--- src/rtl/pe_pkg.sv ---
// Shared types for the PE feeder: operand width, operand pair, FSM states.
// Pure declarations, no logic.
// Used by the feeder top, its FIFO wrapper and the bus interface.
package pe_pkg;

  localparam int PE_DATA_W = 8;

  typedef logic signed [PE_DATA_W-1:0] data8_t;

  // One FIFO entry: feature in the upper byte, weight in the lower byte.
  typedef struct packed {
    data8_t f;
    data8_t w;
  } pair_t;

  localparam int PAIR_W = $bits(pair_t);

  typedef enum logic [1:0] {
    ST_IDLE = 2'd0,
    ST_RUN  = 2'd1,
    ST_DONE = 2'd2
  } state_t;

endpackage

--- src/rtl/pe_feeder_if.sv ---
// Bundle of the feeder's control, operand-stream, PE-side and result signals.
// No logic; slave modport is the feeder, master modport is its environment.
// Flow control: in_valid/in_ready for operands, res_valid/res_ready for result.
interface pe_feeder_if import pe_pkg::*; #(
  parameter int LEN_W = 8
);

  logic             start;
  logic [LEN_W-1:0] len;
  logic             busy;
  logic             in_valid;
  logic             in_ready;
  data8_t           in_f;
  data8_t           in_w;
  data8_t           pe_f;
  data8_t           pe_w;
  logic             pe_enable;
  logic             pe_clear;
  data8_t           pe_psum_next;
  data8_t           pe_out_f;
  data8_t           pe_psum_reg;
  logic             res_valid;
  data8_t           res_data;
  logic             res_ready;

  modport master (
    output start, len, in_valid, in_f, in_w, pe_psum_next, pe_out_f, res_ready,
    input  busy, in_ready, pe_f, pe_w, pe_enable, pe_clear, pe_psum_reg,
           res_valid, res_data
  );

  modport slave (
    input  start, len, in_valid, in_f, in_w, pe_psum_next, pe_out_f, res_ready,
    output busy, in_ready, pe_f, pe_w, pe_enable, pe_clear, pe_psum_reg,
           res_valid, res_data
  );

endinterface

--- src/rtl/pe_fifo.sv ---
// Synchronous FIFO of DEPTH entries x W bits with full/empty flags.
// Latency: a pushed entry is visible at o_dat the cycle after the push.
// Backpressure: pushes while full are dropped (caller gates with !o_full).
module pe_fifo #(
  parameter int DEPTH = 4,
  parameter int W     = 16
) (
  input  logic         clk,
  input  logic         reset,
  input  logic         i_push,
  input  logic [W-1:0] i_dat,
  input  logic         i_pop,
  output logic [W-1:0] o_dat,
  output logic         o_full,
  output logic         o_empty
);

  localparam int AW = (DEPTH > 1) ? $clog2(DEPTH) : 1;
  localparam logic [AW:0] FULL_CNT = (AW + 1)'(DEPTH);

  logic [W-1:0]  r_mem [DEPTH];
  logic [AW-1:0] r_wr_ptr;
  logic [AW-1:0] r_rd_ptr;
  logic [AW:0]   r_count;
  logic          w_push;
  logic          w_pop;

  // Full is judged on registered occupancy only, so a pop never frees a slot
  // for a push in the same cycle.
  assign w_push  = i_push && !o_full;
  assign w_pop   = i_pop && !o_empty;
  assign o_full  = (r_count == FULL_CNT);
  assign o_empty = (r_count == '0);
  assign o_dat   = r_mem[r_rd_ptr];

  // Storage array; contents need no reset because empty gates every read.
  always_ff @(posedge clk) begin
    if (w_push) begin
      r_mem[r_wr_ptr] <= i_dat;
    end
  end

  // Pointers wrap naturally at the power-of-two depth; occupancy tracks push/pop.
  always_ff @(posedge clk) begin
    if (reset) begin
      r_wr_ptr <= '0;
      r_rd_ptr <= '0;
      r_count  <= '0;
    end else begin
      if (w_push) r_wr_ptr <= r_wr_ptr + AW'(1);
      if (w_pop)  r_rd_ptr <= r_rd_ptr + AW'(1);
      case ({w_push, w_pop})
        2'b10:   r_count <= r_count + (AW + 1)'(1);
        2'b01:   r_count <= r_count - (AW + 1)'(1);
        default: r_count <= r_count;
      endcase
    end
  end

endmodule

--- src/rtl/pe_feeder.sv ---
// Feeds buffered operand pairs to an external MAC PE and collects its ReLU result.
// Latency: one MAC per cycle when operands are buffered; result valid 1 cycle after last MAC.
// Backpressure: in_ready = FIFO not full; holds result in DONE until res_ready.
module pe_feeder import pe_pkg::*; #(
  parameter int FIFO_DEPTH = 4,
  parameter int LEN_W      = 8
) (
  input logic         clk,
  input logic         reset,
  pe_feeder_if.slave  bus
);

  state_t           r_state;
  logic [LEN_W-1:0] r_remaining;
  logic             r_first;
  logic             r_busy;
  logic             r_res_valid;
  data8_t           r_res_data;
  data8_t           r_psum;

  pair_t            w_push_dat;
  pair_t            w_head;
  logic             w_full;
  logic             w_empty;
  logic             w_pop;

  assign w_push_dat = {bus.in_f, bus.in_w};

  pe_fifo #(
    .DEPTH (FIFO_DEPTH),
    .W     (PAIR_W)
  ) u_fifo (
    .clk     (clk),
    .reset   (reset),
    .i_push  (bus.in_valid),
    .i_dat   (w_push_dat),
    .i_pop   (w_pop),
    .o_dat   (w_head),
    .o_full  (w_full),
    .o_empty (w_empty)
  );

  // A MAC happens exactly when running and an operand pair is buffered;
  // otherwise the PE sees zero operands with enable low (bubble).
  assign w_pop         = (r_state == ST_RUN) && !w_empty;
  assign bus.in_ready  = !w_full;
  assign bus.pe_enable = w_pop;
  assign bus.pe_clear  = w_pop && r_first;
  assign bus.pe_f      = w_pop ? w_head.f : '0;
  assign bus.pe_w      = w_pop ? w_head.w : '0;

  assign bus.busy        = r_busy;
  assign bus.res_valid   = r_res_valid;
  assign bus.res_data    = r_res_data;
  assign bus.pe_psum_reg = r_psum;

  // Partial-sum register closing the PE loop; the PE itself decides hold vs. update.
  always_ff @(posedge clk) begin
    if (reset) r_psum <= '0;
    else       r_psum <= bus.pe_psum_next;
  end

  // Sequencer: IDLE waits for a non-zero start, RUN counts MACs, DONE holds the result.
  always_ff @(posedge clk) begin
    if (reset) begin
      r_state     <= ST_IDLE;
      r_remaining <= '0;
      r_first     <= 1'b0;
      r_busy      <= 1'b0;
      r_res_valid <= 1'b0;
      r_res_data  <= '0;
    end else begin
      case (r_state)
        ST_IDLE: begin
          if (bus.start && (bus.len != '0)) begin
            r_remaining <= bus.len;
            r_first     <= 1'b1;
            r_busy      <= 1'b1;
            r_state     <= ST_RUN;
          end
        end
        ST_RUN: begin
          if (w_pop) begin
            r_first     <= 1'b0;
            r_remaining <= r_remaining - LEN_W'(1);
            // Last MAC: the PE's combinational ReLU output already reflects it.
            if (r_remaining == LEN_W'(1)) begin
              r_res_data  <= bus.pe_out_f;
              r_res_valid <= 1'b1;
              r_state     <= ST_DONE;
            end
          end
        end
        ST_DONE: begin
          if (bus.res_ready) begin
            r_res_valid <= 1'b0;
            r_busy      <= 1'b0;
            r_state     <= ST_IDLE;
          end
        end
        default: begin
          r_state <= ST_IDLE;
        end
      endcase
    end
  end

endmodule

--- src/flat_wrapper.sv ---
// flat-port wrapper written by rule: the top's interface ports become plain ports
module pe_feeder_flat import pe_pkg::*;
#(
  parameter int FIFO_DEPTH = 4,
  parameter int LEN_W      = 8
)
  (clk, reset, bus_start, bus_len, bus_in_valid, bus_in_f, bus_in_w, bus_pe_psum_next, bus_pe_out_f, bus_res_ready, bus_busy, bus_in_ready, bus_pe_f, bus_pe_w, bus_pe_enable, bus_pe_clear, bus_pe_psum_reg, bus_res_valid, bus_res_data);
  pe_feeder_if #(.LEN_W(LEN_W)) bus_i ();
  input logic clk;
  input logic reset;
  input wire logic [$bits(bus_i.start)-1:0] bus_start;
  input wire logic [$bits(bus_i.len)-1:0] bus_len;
  input wire logic [$bits(bus_i.in_valid)-1:0] bus_in_valid;
  input wire logic [$bits(bus_i.in_f)-1:0] bus_in_f;
  input wire logic [$bits(bus_i.in_w)-1:0] bus_in_w;
  input wire logic [$bits(bus_i.pe_psum_next)-1:0] bus_pe_psum_next;
  input wire logic [$bits(bus_i.pe_out_f)-1:0] bus_pe_out_f;
  input wire logic [$bits(bus_i.res_ready)-1:0] bus_res_ready;
  output wire logic [$bits(bus_i.busy)-1:0] bus_busy;
  output wire logic [$bits(bus_i.in_ready)-1:0] bus_in_ready;
  output wire logic [$bits(bus_i.pe_f)-1:0] bus_pe_f;
  output wire logic [$bits(bus_i.pe_w)-1:0] bus_pe_w;
  output wire logic [$bits(bus_i.pe_enable)-1:0] bus_pe_enable;
  output wire logic [$bits(bus_i.pe_clear)-1:0] bus_pe_clear;
  output wire logic [$bits(bus_i.pe_psum_reg)-1:0] bus_pe_psum_reg;
  output wire logic [$bits(bus_i.res_valid)-1:0] bus_res_valid;
  output wire logic [$bits(bus_i.res_data)-1:0] bus_res_data;
  assign bus_i.start = bus_start;
  assign bus_i.len = bus_len;
  assign bus_i.in_valid = bus_in_valid;
  assign bus_i.in_f = bus_in_f;
  assign bus_i.in_w = bus_in_w;
  assign bus_i.pe_psum_next = bus_pe_psum_next;
  assign bus_i.pe_out_f = bus_pe_out_f;
  assign bus_i.res_ready = bus_res_ready;
  assign bus_busy = bus_i.busy;
  assign bus_in_ready = bus_i.in_ready;
  assign bus_pe_f = bus_i.pe_f;
  assign bus_pe_w = bus_i.pe_w;
  assign bus_pe_enable = bus_i.pe_enable;
  assign bus_pe_clear = bus_i.pe_clear;
  assign bus_pe_psum_reg = bus_i.pe_psum_reg;
  assign bus_res_valid = bus_i.res_valid;
  assign bus_res_data = bus_i.res_data;
  pe_feeder #(.FIFO_DEPTH(FIFO_DEPTH), .LEN_W(LEN_W)) u_core (.clk(clk), .reset(reset), .bus(bus_i));
endmodule
--- config.mk ---
export PLATFORM = sky130hd
export DESIGN_NAME = pe_feeder_flat
export DESIGN_NICKNAME = d
export VERILOG_FILES = /design/src/rtl/pe_pkg.sv /design/src/rtl/pe_feeder_if.sv /design/src/rtl/pe_fifo.sv /design/src/rtl/pe_feeder.sv /design/src/flat_wrapper.sv
export SDC_FILE = /design/constraint.sdc
export NUM_CORES = 1
export LEC_CHECK = 0
export ABC_AREA = 1
export CORE_MARGIN = 5
export CORE_UTILIZATION = 35
export CTS_CLUSTER_DIAMETER = 120
export DETAILED_ROUTE_END_ITERATION = 8
export GPL_TIMING_DRIVEN = 0
export SLEW_MARGIN = 40
export SYNTH_ARGS = -nofsm -noshare
export SYNTH_HDL_FRONTEND = slang
export SYNTH_HIERARCHICAL = 1
export SYNTH_SLANG_ARGS = --single-unit
--- constraint.sdc ---
create_clock -name clk -period 2.08 [get_ports clk]
set_input_delay 0.208 -clock clk [delete_from_list [all_inputs] [get_ports clk]]
set_output_delay 0.208 -clock clk [all_outputs]
set_load 0.03 [all_outputs]
==> results of run 1 <==
## cell usage in the layout (no fill, tap or decap), types with 2 or more instances in the layout
cell type,n
clkdlybuf4s15_2,4
buf_2,7
inv_1,58
inv_2,4
clkdlybuf4s50_1,63
nand4_1,2
nand2_1,48
nor2_4,5
clkbuf_4,2
edfxtp_1,64
nand2_2,5
nor2_1,101
buf_4,19
o21ai_0,24
dfxtp_1,34
a21oi_1,13
o22ai_1,16
nor2_2,2
bufinv_16,2
clkbuf_16,9
nand3_1,9
inv_4,2
ha_1,6
dfxtp_2,4
o21ai_1,29
inv_6,2
## worst min-delay path by stage
stage                           endpoint            startpoint
2_1_floorplan          u_core/r_state[1]                 reset
3_3_place_gp        u_core/bus.res_valid  u_core/bus.res_valid
3_5_place_dp              u_core/r_first        u_core/r_first
4_1_cts        u_core/bus.pe_psum_reg[3]   bus_pe_psum_next[3]
5_1_grt        u_core/bus.pe_psum_reg[5]   bus_pe_psum_next[5]
6_report       u_core/bus.pe_psum_reg[1]   bus_pe_psum_next[1]
## final cells by class
class                      instances  area [µm²]  share of cell area
inverter                          64         245              0.0428
tap                              168         210              0.0366
clock buffer                       9         225              0.0393
sequential                       102        2690               0.469
clock inverter                     7         103              0.0179
multi-input combinational        271        1360               0.237
timing repair buffer              85         805               0.140
buffer                            14         103              0.0179
## per-layer routing
metal	routed length, µm	global-route usage	up-vias	part of all wire
met3	764	0.0592	12	0.078
li1	-	-	1666	-
met4	96	0.0406	0	0.0098
met5	0	0	-	0
met1	4210	0.164	1529	0.43
met2	4720	0.231	87	0.48
## per-stage QoR
step | TNS, ns | setup WS (ns) | total power, mW
after global routing | -0.0239 | -0.0127 | 5.07
after detailed placement | -1.67 | -0.177 | 3.05
after global placement | -27.00 | -0.456 | 3.03
after CTS | 0 | 0.0169 | 4.86
after floorplan | 0 | 0.0859 | 2.77
final | 0 | 0.0792 | 4.83
## cell usage after synthesis
cell type	n
nor2_1	105
edfxtp_1	64
inv_1	59
nand2_1	50
dfxtp_1	38
o21ai_1	29
o21ai_0	24
o22ai_1	16
a21oi_1	13
nand3_1	9
buf_2	8
ha_1	7
inv_2	4
buf_4	3
nand2_2	3
nor2_2	3
buf_6	2
nand4_1	2
a21oi_2	1
a31oi_1	1
clkbuf_1	1
fa_1	1
inv_4	1
nand3_4	1
nor2_8	1
nor3_4	1
nor3b_1	1
o21ai_2	1
or2_0	1
or2_2	1
## critical path: stages (launching register included)
cell,delay (ns)
dfxtp_1,0.44
clkbuf_4,0.28
o21ai_1,0.10
o22ai_1,0.16
inv_1,0.06
nor2_1,0.11
clkdlybuf4s15_2,0.30
## what timing repair did
action,CTS,global route
setup endpoints to repair,19,15
resized for setup,92,12
cloned,0,0
setup buffers,0,4
pin swaps,1,2
## kinds of logic (layout without fill, tap and decap cells)
logic type,Yosys count,after routing,synth area share
and+or+nand+nor,178,178,0.174
DFF,102,102,0.620
AOI/OAI and AO/OA,85,85,0.105
buffers and inverters,78,179,0.0766
adders and majority gates,8,8,0.0249
## power by group through the flow
stage	clock network [mW]	logic, mW	registers (mW)
after floorplan	0	0.394	2.37
after global placement	0	0.675	2.35
after detailed placement	0	0.698	2.36
after CTS	1.85	0.694	2.31
after global routing	1.96	0.792	2.32
final	1.81	0.708	2.31
==> impl_metrics.tcl, run 1 <==
set metrics [dict create \
    num_vias 3294 \
    cts_sinks 102 \
    max_slew_margin 0.602 \
    ys_ff_latch 102 \
    core_area_um2 12100 \
    top_register "u_core/u_fifo/r_mem" \
    clk_latency_ns 0.34 \
    ys_top_cells_by_area "edfxtp_1 44%, dfxtp_1 18%, nor2_1 9.1%" \
    rr_worst_depth 15 \
    synth_cells 451 \
    drtIter0Drc 149 \
    power_frac_seq 0.479 \
    first_pass_iters 4 \
    skew_ns 0.00990 \
    worstPathArrival_ns 1.79 \
    hold_depth 3 \
    viasPerCell 4.58 \
    clock_power_share 0.374 \
    yosysSeqAreaShare 0.620 \
    drt_wl_total_mm 9.79 \
    drc 0 \
    antenna_found_initial 0 \
    io_pins 82 \
    ir_worst_vdd_mv 0.633 \
    n_antenna_cell 0 \
    gr-total-overflow 0 \
    crit_fanout 10 \
    rows 40 \
    drv_slew 0 \
    initial_utilization 0.359 \
    ant_nets 0 \
    r2r_end "u_core/u_fifo/r_count[2]" \
    cts-hold-fix-buffers 0 \
    clkTransAtPathRegs_ns 0.06 \
    power_density_nw_per_um2 842 \
    drv_cap 0 \
    reg2reg_from "u_core/u_fifo/r_count[1]" \
    synth_top_area_frac 0.444 \
    tightest_slew_ns 0.595 \
    track_usage 0.139 \
    hold_violations 0 \
    regToRegSetupSlack_ns 0.15 \
    combPwrFrac 0.147 \
    globalplace.congestion 0.826 \
    yosysWarningCount 6 \
    crit_end "bus_pe_w[7]" \
    synth_area_um2 4330 \
    fin_area_um2 5740 \
    yosysTopAreaCell "edfxtp_1" \
    die_height_um 121 \
    utilization 0.476 \
    power_switching_share 0.251 \
    grt_pass1_vias 3341 \
    hp-class "in -> reg" \
    nets 600 \
    layout.cells.non_filler 720 \
    syn_avg_cell_area_um2 9.59 \
    start_kind "register" \
    cts-buffers-inserted 9 \
    grt_pass1_wl_mm 15.9 \
    setup_viol 0 \
    syn_nets 504 \
    leakage_nw 2.35 \
    grt_max_degree 19 \
    period_share 0.962 \
    largest_reg_flops 64 \
    hpwl_mm 6.78 \
    dpl_cell_area_um2 5380 \
    wl_per_cell_um 13.6 \
    fmax_ghz 0.500 \
    n_fill_cell 1133 \
    cp.required_ns 1.87 \
    synthDistinctLibCells 30 \
    place_inst 700 \
    die-area_um2 14700 \
    p_switching_mw 1.21 \
    critPathCaptureType "primary output" \
    hold_slack_ns 0.384 \
    portBuffers 81 \
    die_w_um 121 \
    drive_gt1_frac 0.145 \
    finalWorstPathRequiredPeriod_ns 2.00 \
    ctsRootBufferMaster "clkbuf_16" \
    cts_tree "yes" \
    clockBufferDepth 2 \
    h-tree-depth 3 \
    outcome "finished, final reports clean" \
    cellInternalPower_mw 3.61 \
    crit_type "reg -> out" \
    area_growth_pct 32.6 \
]
No activity file was read; power rests on OpenSTA's default activity.
==> run 2, diff against run 1 <==
RECOVER_POWER = 50   (was not set)
==> run 2 against run 1 <==
  * Cell count unchanged
  * Flip-flop and latch count unchanged
  * Combinational power fell by 1%
  * Via count did not move
  * Sequential power is essentially flat
  * Clock power is essentially flat
  * Sequential share of layout area up 0.051 points
  * Routed wire length increased by 0.10%
  * Power fell by 0.18%
  * Clock skew about the same
  * Critical endpoint unchanged
  * Largest cell class unchanged
  * Highest routed layer is now met5
==> impl_metrics.tcl, run 2 (synthesized netlist as in run 1, its figures left out) <==
set metrics [dict create \
    outcome "finished, final reports clean" \
    clk_latency_ns 0.34 \
    grt_pass1_wl_mm 15.9 \
    num_vias 3294 \
    drv_slew 0 \
    cp.required_ns 1.87 \
    drv_cap 0 \
    critPathCaptureType "primary output" \
    drt_wl_total_mm 9.80 \
    die_w_um 121 \
    initial_utilization 0.359 \
    n_fill_cell 1136 \
    cts_sinks 102 \
    regArea_um2 2690 \
    worstPathCellList "clkbuf_4, o21ai_1, o22ai_1, inv_1, nor2_1, clkdlybuf4s15_2" \
    tightest_slew_ns 0.600 \
    clkTransAtPathRegs_ns 0.06 \
    wl_per_cell_um 13.6 \
    cpMaxStageDelayCell "dfxtp_1" \
    die-area_um2 14700 \
    final_cell_mix "101 x nor2_1, 64 x edfxtp_1, 58 x inv_1" \
    hp-class "in -> reg" \
    grt_pass1_vias 3341 \
    leakage_nw 2.35 \
    hpwl_mm 6.78 \
    first_pass_iters 4 \
    cts-buffers-inserted 9 \
    start_kind "register" \
    max_slew_margin 0.599 \
    crit_type "reg -> out" \
    largest_reg_flops 64 \
    cts_tree "yes" \
    rows 40 \
    core_area_um2 12100 \
    utilization 0.475 \
    fmax_ghz 0.501 \
    dpl_cell_area_um2 5380 \
    drive_gt1_frac 0.141 \
    drtIter0Drc 154 \
    antenna_found_initial 1 \
    skew_ns 0.00962 \
    io_pins 82 \
    ant_nets 0 \
    grt_max_degree 19 \
    layout_commonest_cell "nor2_1" \
    ctsRootBufferMaster "clkbuf_16" \
    gr-total-overflow 0 \
    period_share 0.960 \
    power_density_nw_per_um2 841 \
    drc 0 \
    multi_input_area_um2 1350 \
    ir_worst_vdd_mv 0.633 \
    top_register "u_core/u_fifo/r_mem" \
    p_total_mw 4.82 \
    n_antenna_cell 0 \
    nets 600 \
    portBuffers 81 \
    setup_viol 0 \
    hold_violations 0 \
    clockBufferDepth 2 \
    worstPathArrival_ns 1.79 \
    finalWorstPathRequiredPeriod_ns 2.00 \
    slowest_delay_ns 0.44 \
    fin_area_um2 5730 \
    h-tree-depth 3 \
    area_growth_pct 32.4 \
    globalplace.congestion 0.826 \
    layout.cells.non_filler 720 \
    track_usage 0.139 \
    die_height_um 121 \
    place_inst 700 \
    crit_fanout 10 \
    viasPerCell 4.58 \
]
run 2: changes by cell type in the layout (fill, tap and decap cells not counted), sizes merged:
cell / before / now
clkdlybuf4s50: 63 / 46
dlygate4sd3: 0 / 17
run 2: repair_timing:
item | 4_1_cts | 5_1_grt
cloned | 0 | 0
setup endpoints to repair | 19 | 15
gates resized for setup | 92 | 12
buffers inserted | 0 | 4
pin swaps | 1 | 2
hold buffers | 0 | 0
run 2: layout make-up:
class,instances,area share
multi-input combinational,271,0.236
timing repair buffer,85,0.140
clock inverter,7,0.0179
buffer,14,0.0179
sequential,102,0.469
tap,168,0.0367
inverter,64,0.0428
clock buffer,9,0.0393
run 2: critical path, delay by kind of cell (launching register included):
family / cells / cell delay (ns)
AOI/OAI and AO/OA: 2 / 0.26
buffers and inverters: 3 / 0.64
DFF: 1 / 0.44
and+or+nand+nor: 1 / 0.11
run 2: path summary, 6_finish.rpt:
kind,startpoint,slack (ns),cells past startpoint,endpoint
max,register,0.08,6,bus_pe_w[7]
min,bus_pe_psum_next[1],0.38,3,u_core/bus.pe_psum_reg[1]
max reg2reg,u_core/u_fifo/r_count[1],0.14,12,u_core/u_fifo/r_count[2]
min reg2reg,u_core/r_first,0.47,2,u_core/r_first
run 2: per-layer routing:
| layer | global-route usage | vias to the layer above | share of wire |
|---|---|---|---|
| met3 | 0.0592 | 12 | 0.075 |
| met4 | 0.0406 | 2 | 0.0095 |
| met2 | 0.231 | 84 | 0.48 |
| li1 | - | 1666 | - |
| met1 | 0.164 | 1530 | 0.43 |
| met5 | 0 | - | 0.00071 |
run 2: stage by stage:
stage	hold slack (ns)	setup TNS (ns)	worst slack (ns)
final	0.384	0	0.0839
after global routing	0.383	-0.0131	-0.00713
after CTS	0.369	0	0.0169
after detailed placement	0.460	-1.67	-0.177
after global placement	0.456	-27.00	-0.456
after floorplan	0.270	0	0.0859
run 2: report_power, final:
group	total, mW	switching [mW]	internal (mW)
Sequential	2.31	0.0536	2.26
Clock	1.81	0.737	1.07
Combinational	0.700	0.421	0.279
Total	4.82	1.21	3.61
==> run 3, diff against run 2 <==
CAP_MARGIN = 10   (was not set)
==> results of run 3 <==
The final DEF is identical to that of run 2; final timing and power are the same.
==> edit 1: new RTL, flow settings as in run 3 <==
Re-encode `state_t` (3 states) as one-hot, 3 bits wide.
--- a/src/rtl/pe_pkg.sv
+++ b/src/rtl/pe_pkg.sv
@@ -17,6 +17,6 @@
 
-  typedef enum logic [1:0] {
-    ST_IDLE = 2'd0,
-    ST_RUN  = 2'd1,
-    ST_DONE = 2'd2
+  typedef enum logic [2:0] {
+    ST_IDLE = 3'b001,
+    ST_RUN  = 3'b010,
+    ST_DONE = 3'b100
   } state_t;
Function: same outputs for any inputs over 4 cycles, from zero or initial values and one cycle with reset high; so few cycles prove little.
==> edit 1 against run 3 <==
Routed wire length increased by 2.8%; die area rose by 2.0%; global-route usage increased by 0.059 points; setup slack about the same; first-iteration DRC count is 16% lower; synthesized area rose by 2.1%; clock skew is 0.0056 ns lower; core utilization down 0.68 points; total power up 15%; count of clock-buffer cells in the layout up 1; sequential cell count up 1; combinational power rose by 83%; cell area grew 2.3%; critical path type unchanged.
==> edit 1: results (changes against run 3) <==
Run status
The run finished with clean final reports.

Cells and area
The fraction of layout cells with a size suffix above 1 is 0.156 (+0.0146). The post-layout instance count excluding filler cells is 743 (+3.2%). Compared with the post-synthesis result, the final layout area differs by 32.6%. The count of filler cells inserted in the layout came to 1217 (+7.1%).

Global route
The global-route total usage across every layer was 0.139 (+0.000594). The via count of the first global-routing pass came to 3316 (-0.75%). The number of antenna violations at the first check in global routing is 0 (-1). The met2 track demand over resource in global routing is 0.232 (+0.000900).

The met3 usage in global routing is 0.0392 (-0.0200). The met1 usage is 0.174 (+0.0107).

Synth
The part of the Yosys area used for sequential elements was 0.612 (-0.00846). The number of distinct library cells after synthesis is 26 (-13%). The post-synthesis area per instance is 9.48 um2 (-1.1%).

The synthesized-area fraction occupied by ao, oa, aoi and oai cells is 0.102 (-0.00277). By area the synthesized netlist is led by sky130_fd_sc_hd__edfxtp_1 43%, sky130_fd_sc_hd__dfxtp_1 18%, sky130_fd_sc_hd__nor2_1 7.5%. In the synthesized netlist, the cells that appear most often are 88 x sky130_fd_sc_hd__nor2_1, 64 x sky130_fd_sc_hd__edfxtp_1, 59 x sky130_fd_sc_hd__inv_1, 59 x sky130_fd_sc_hd__nand2_1, 39 x sky130_fd_sc_hd__dfxtp_1.

The adder-cell share of the synthesized area came to 0.0243 (-0.000521).

Placement
The worst setup slack after placement came to -0.191 ns (-0.0136 ns). The placed standard-cell area is 5480 um2 (+1.7%).

Power and ir drop
The static leakage is 2.35 nW (about the same).

Timing
The minimum hold slack is 0.378 ns (-0.00612 ns). The headroom to the max-slew limit is 0.519 (-0.0803). The clock skew came to 0.00397 ns (-0.00565 ns).

Worst hold path
The hold path startpoint is bus_pe_psum_next[5]. The end point of the most critical hold path is u_core/bus.pe_psum_reg[5].

Worst setup path
The maximum single-stage delay on the critical path is 0.66 ns (+0.22 ns). The path depth of the worst reg2reg path is 16 (+4). The startpoint identified for the worst register-to-register timing path is u_core/u_fifo/r_count[2]. The internal reg-to-reg setup slack is 0.18 ns (+0.04 ns).

Drt
The initial detailed-routing violation count was 130 (-16%).
==> edit 1: cell types whose count changed after synthesis, moves of 2 or more <==
cell and change:
sky130_fd_sc_hd__nand2_1 +9, sky130_fd_sc_hd__nand3_1 +18, sky130_fd_sc_hd__nor2_4 +2, sky130_fd_sc_hd__nand2_2 +4, sky130_fd_sc_hd__nor2_1 -17, sky130_fd_sc_hd__nand3_2 +3, sky130_fd_sc_hd__o21ai_0 -9, sky130_fd_sc_hd__a21oi_1 +8
==> edit 1: layout make-up <==
| cell class | instances | area share |
|---|---|---|
| Multi-Input combinational cell | 284 | 0.245 |
| Clock buffer | 10 | 0.0391 |
| Tap cell | 172 | 0.0367 |
| Sequential cell | 103 | 0.463 |
| Timing Repair Buffer | 89 | 0.142 |
| Inverter | 64 | 0.0410 |
| Clock inverter | 6 | 0.0158 |
| Buffer | 15 | 0.0179 |
==> edit 1: power by group through the flow <==
| stage | Sequential [mW] | Combinational (mW) | Clock (mW) |
|---|---|---|---|
| 6_report | 2.44 | 1.28 | 1.81 |
| 5_1_grt | 2.46 | 1.44 | 1.95 |
| 4_1_cts | 2.44 | 1.33 | 1.85 |
| 3_5_place_dp | 2.48 | 1.30 | 0 |
| 3_3_place_gp | 2.48 | 1.27 | 0 |
| 2_1_floorplan | 2.49 | 0.889 | 0 |
==> edit 1: how the worst max path moves through the flow <==
stage                        startpoint  slack, ns                          to  cells after the start
2_1_floorplan  u_core/u_fifo/r_count[2]      0.003    u_core/u_fifo/r_count[2]                     16
3_3_place_gp               bus_in_valid      -0.44  u_core/u_fifo/r_mem[3][13]                      3
3_5_place_dp   u_core/u_fifo/r_count[2]      -0.19    u_core/u_fifo/r_count[2]                     16
4_1_cts               u_core/r_state[2]     0.0005    u_core/u_fifo/r_count[2]                     15
5_1_grt        u_core/u_fifo/r_count[2]       0.02               bus_pe_enable                      6
6_report       u_core/u_fifo/r_count[2]       0.08               bus_pe_enable                      6
==> edit 1: repair_timing <==
item / 4_1_cts / 5_1_grt
endpoints found under the setup margin: 20 / 12
gates cloned: 0 / 0
buffers inserted: 6 / 2
pin swaps: 1 / 2
gates resized for setup: 72 / 22
==> edit 1: critical path, delay by kind of cell, from the launching register on <==
family	cells	cell delay, ns
buf+inv	4	0.90
flops	1	0.34
simple gates	2	0.19
==> edit 1: per-layer routing <==
layer / wire (um) / vias to the layer above / share of wire
met4: 146 / 0 / 0.014
met3: 620 / 10 / 0.062
met1: 4450 / 1558 / 0.44
li1: - / 1749 / -
met5: 0 / - / 0
met2: 4870 / 99 / 0.48
==> edit 2: new RTL, flow settings as in run 3 <==
Without the edit above. `LEN_W` is set to 8 in 3 places; all go to 32.
--- a/src/rtl/pe_feeder_if.sv
+++ b/src/rtl/pe_feeder_if.sv
@@ -4,3 +4,3 @@
 interface pe_feeder_if import pe_pkg::*; #(
-  parameter int LEN_W = 8
+  parameter int LEN_W = 32
 );
--- a/src/rtl/pe_feeder.sv
+++ b/src/rtl/pe_feeder.sv
@@ -5,3 +5,3 @@
   parameter int FIFO_DEPTH = 4,
-  parameter int LEN_W      = 8
+  parameter int LEN_W      = 32
 ) (
--- a/src/flat_wrapper.sv
+++ b/src/flat_wrapper.sv
@@ -4,3 +4,3 @@
   parameter int FIFO_DEPTH = 4,
-  parameter int LEN_W      = 8
+  parameter int LEN_W      = 32
 )
Interface: changed (resized bus_len); port bits go from 82 to 106. No check against the original RTL was run, so the function may have changed too.
==> edit 2 against run 3 <==
Cell area up 47%; synthesized area up 47%; via count up 76%; sequential cell count up 24; final cell count up 69%; routed wire length up 77%; register-to-register slack better by 0.02 ns; total power up 100%; count of clock-buffer cells in the layout up 9; first-iteration DRC count up 120%; setup slack worse by 0.014 ns.
==> edit 2: results (changes against run 3) <==
Worst setup path
The standard cell with the maximum stage delay on the critical path is sky130_fd_sc_hd__dfxtp_2. The path depth of the worst reg2reg path is 16 (+4). The most critical setup path has its endpoint at bus_pe_f[2].

Global route
The pin count of the biggest net entering global routing is 17 (-2). The met2 track demand over resource in global routing is 0.279 (+0.0488). The via count of the first global-routing pass was 5350 (+60%). The met1 usage is 0.215 (+0.0516). The first-pass GRT wire length is 27.2 mm (+71%). The number of antenna violations at the first check in global routing is 0 (-1).

Drt
Signal routing reaches up to met4. The detailed-router iteration count before antenna repair is 5 (+1). The met2 layer wire length in the routed design was 8.19 mm (+73%).

The amount of wire on met3 after detailed routing is 1.11 mm (+52%). The count of vias placed by the detailed router came to 5783 (+76%). The average wire length per cell after detail routing is 14.3 um (+5.0%).

Cells and area
The count of filler cells inserted in the layout is 1810 (+59%). The net count reported at finish is 1051 (+75%).

Synth
The number of nets produced by synthesis is 920 (+83%). Ranked by total cell area, the synthesized netlist is headed by sky130_fd_sc_hd__edfxtp_1 30%, sky130_fd_sc_hd__dfxtp_1 20%, sky130_fd_sc_hd__nor2_1 13%.

CTS
The number of H-tree branching levels is 4 (+1). The buffer count from post-CTS setup fixing was 3 (+3). The number of CTS-inserted buffers is 17 (+8).

Worst hold path
The end point of the most critical hold path is u_core/bus.pe_psum_reg[3].

Timing
The headroom to the max-slew limit is 0.543 (-0.0562).

Placement
The detailed placement HPWL was 12.5 mm (+85%). The placer's final routability congestion estimate is 0.881 (+6.7%).

Run status
The flow ran to the end, and the final reports show no timing, DRC or antenna violations.

Power and ir drop
The static leakage is 3.58 nW (+52%).
-- edit 2: changes by cell type in the layout (fill, tap and decap cells not counted), sizes merged, moves of 24 or more --
cell           before  now
nor2              109  233
nand2              53  171
nand3              10   42
o21ai              54   84
inv                67   96
clkdlybuf4s50      46   70
dfxtp              38   62
-- edit 2: cell type report --
type	instances	area, um2	share of cell area
Buffer	28	210	0.0250
Clock buffer	18	429	0.0511
Clock inverter	14	168	0.0200
Inverter	94	363	0.0432
Multi-Input combinational cell	595	2730	0.324
Sequential cell	126	3170	0.377
Tap cell	229	287	0.0341
Timing Repair Buffer	112	1050	0.125
-- edit 2: power by group through the flow --
stage          logic [mW]  clock network [mW]  registers [mW]
2_1_floorplan        2.36                   0            3.24
3_3_place_gp         3.35                   0            3.28
3_5_place_dp         3.38                   0            3.28
4_1_cts              3.43                3.05            3.24
5_1_grt              3.91                3.15            3.30
6_report             3.48                2.99            3.24
-- edit 2: cell families (layout without fill, tap and decap cells) --
kind of cell | Yosys count | in the layout | synth area share
AND/OR/NAND/NOR | 456 | 456 | 0.291
AO/OA/AOI/OAI | 129 | 129 | 0.108
flip-flops | 126 | 126 | 0.498
buffers and inverters | 122 | 266 | 0.0830
adder cells (fa/ha/maj) | 8 | 8 | 0.0170
XOR/XNOR | 2 | 2 | 0.00276
-- edit 2: per-stage QoR --
stage | area, um2 | utilization | power, mW | setup WS [ns] | hold slack [ns]
floorplan | 6370 | - | 5.60 | 0.00900 | 0.277
global placement | 7710 | 0.431 | 6.63 | -0.399 | 0.453
detailed placement | 7740 | 0.432 | 6.66 | -0.386 | 0.459
CTS | 8390 | 0.469 | 9.71 | 0.00353 | 0.283
global route | 8400 | 0.469 | 10.4 | -0.00963 | 0.302
finish | 8400 | 0.469 | 9.71 | 0.0700 | 0.305
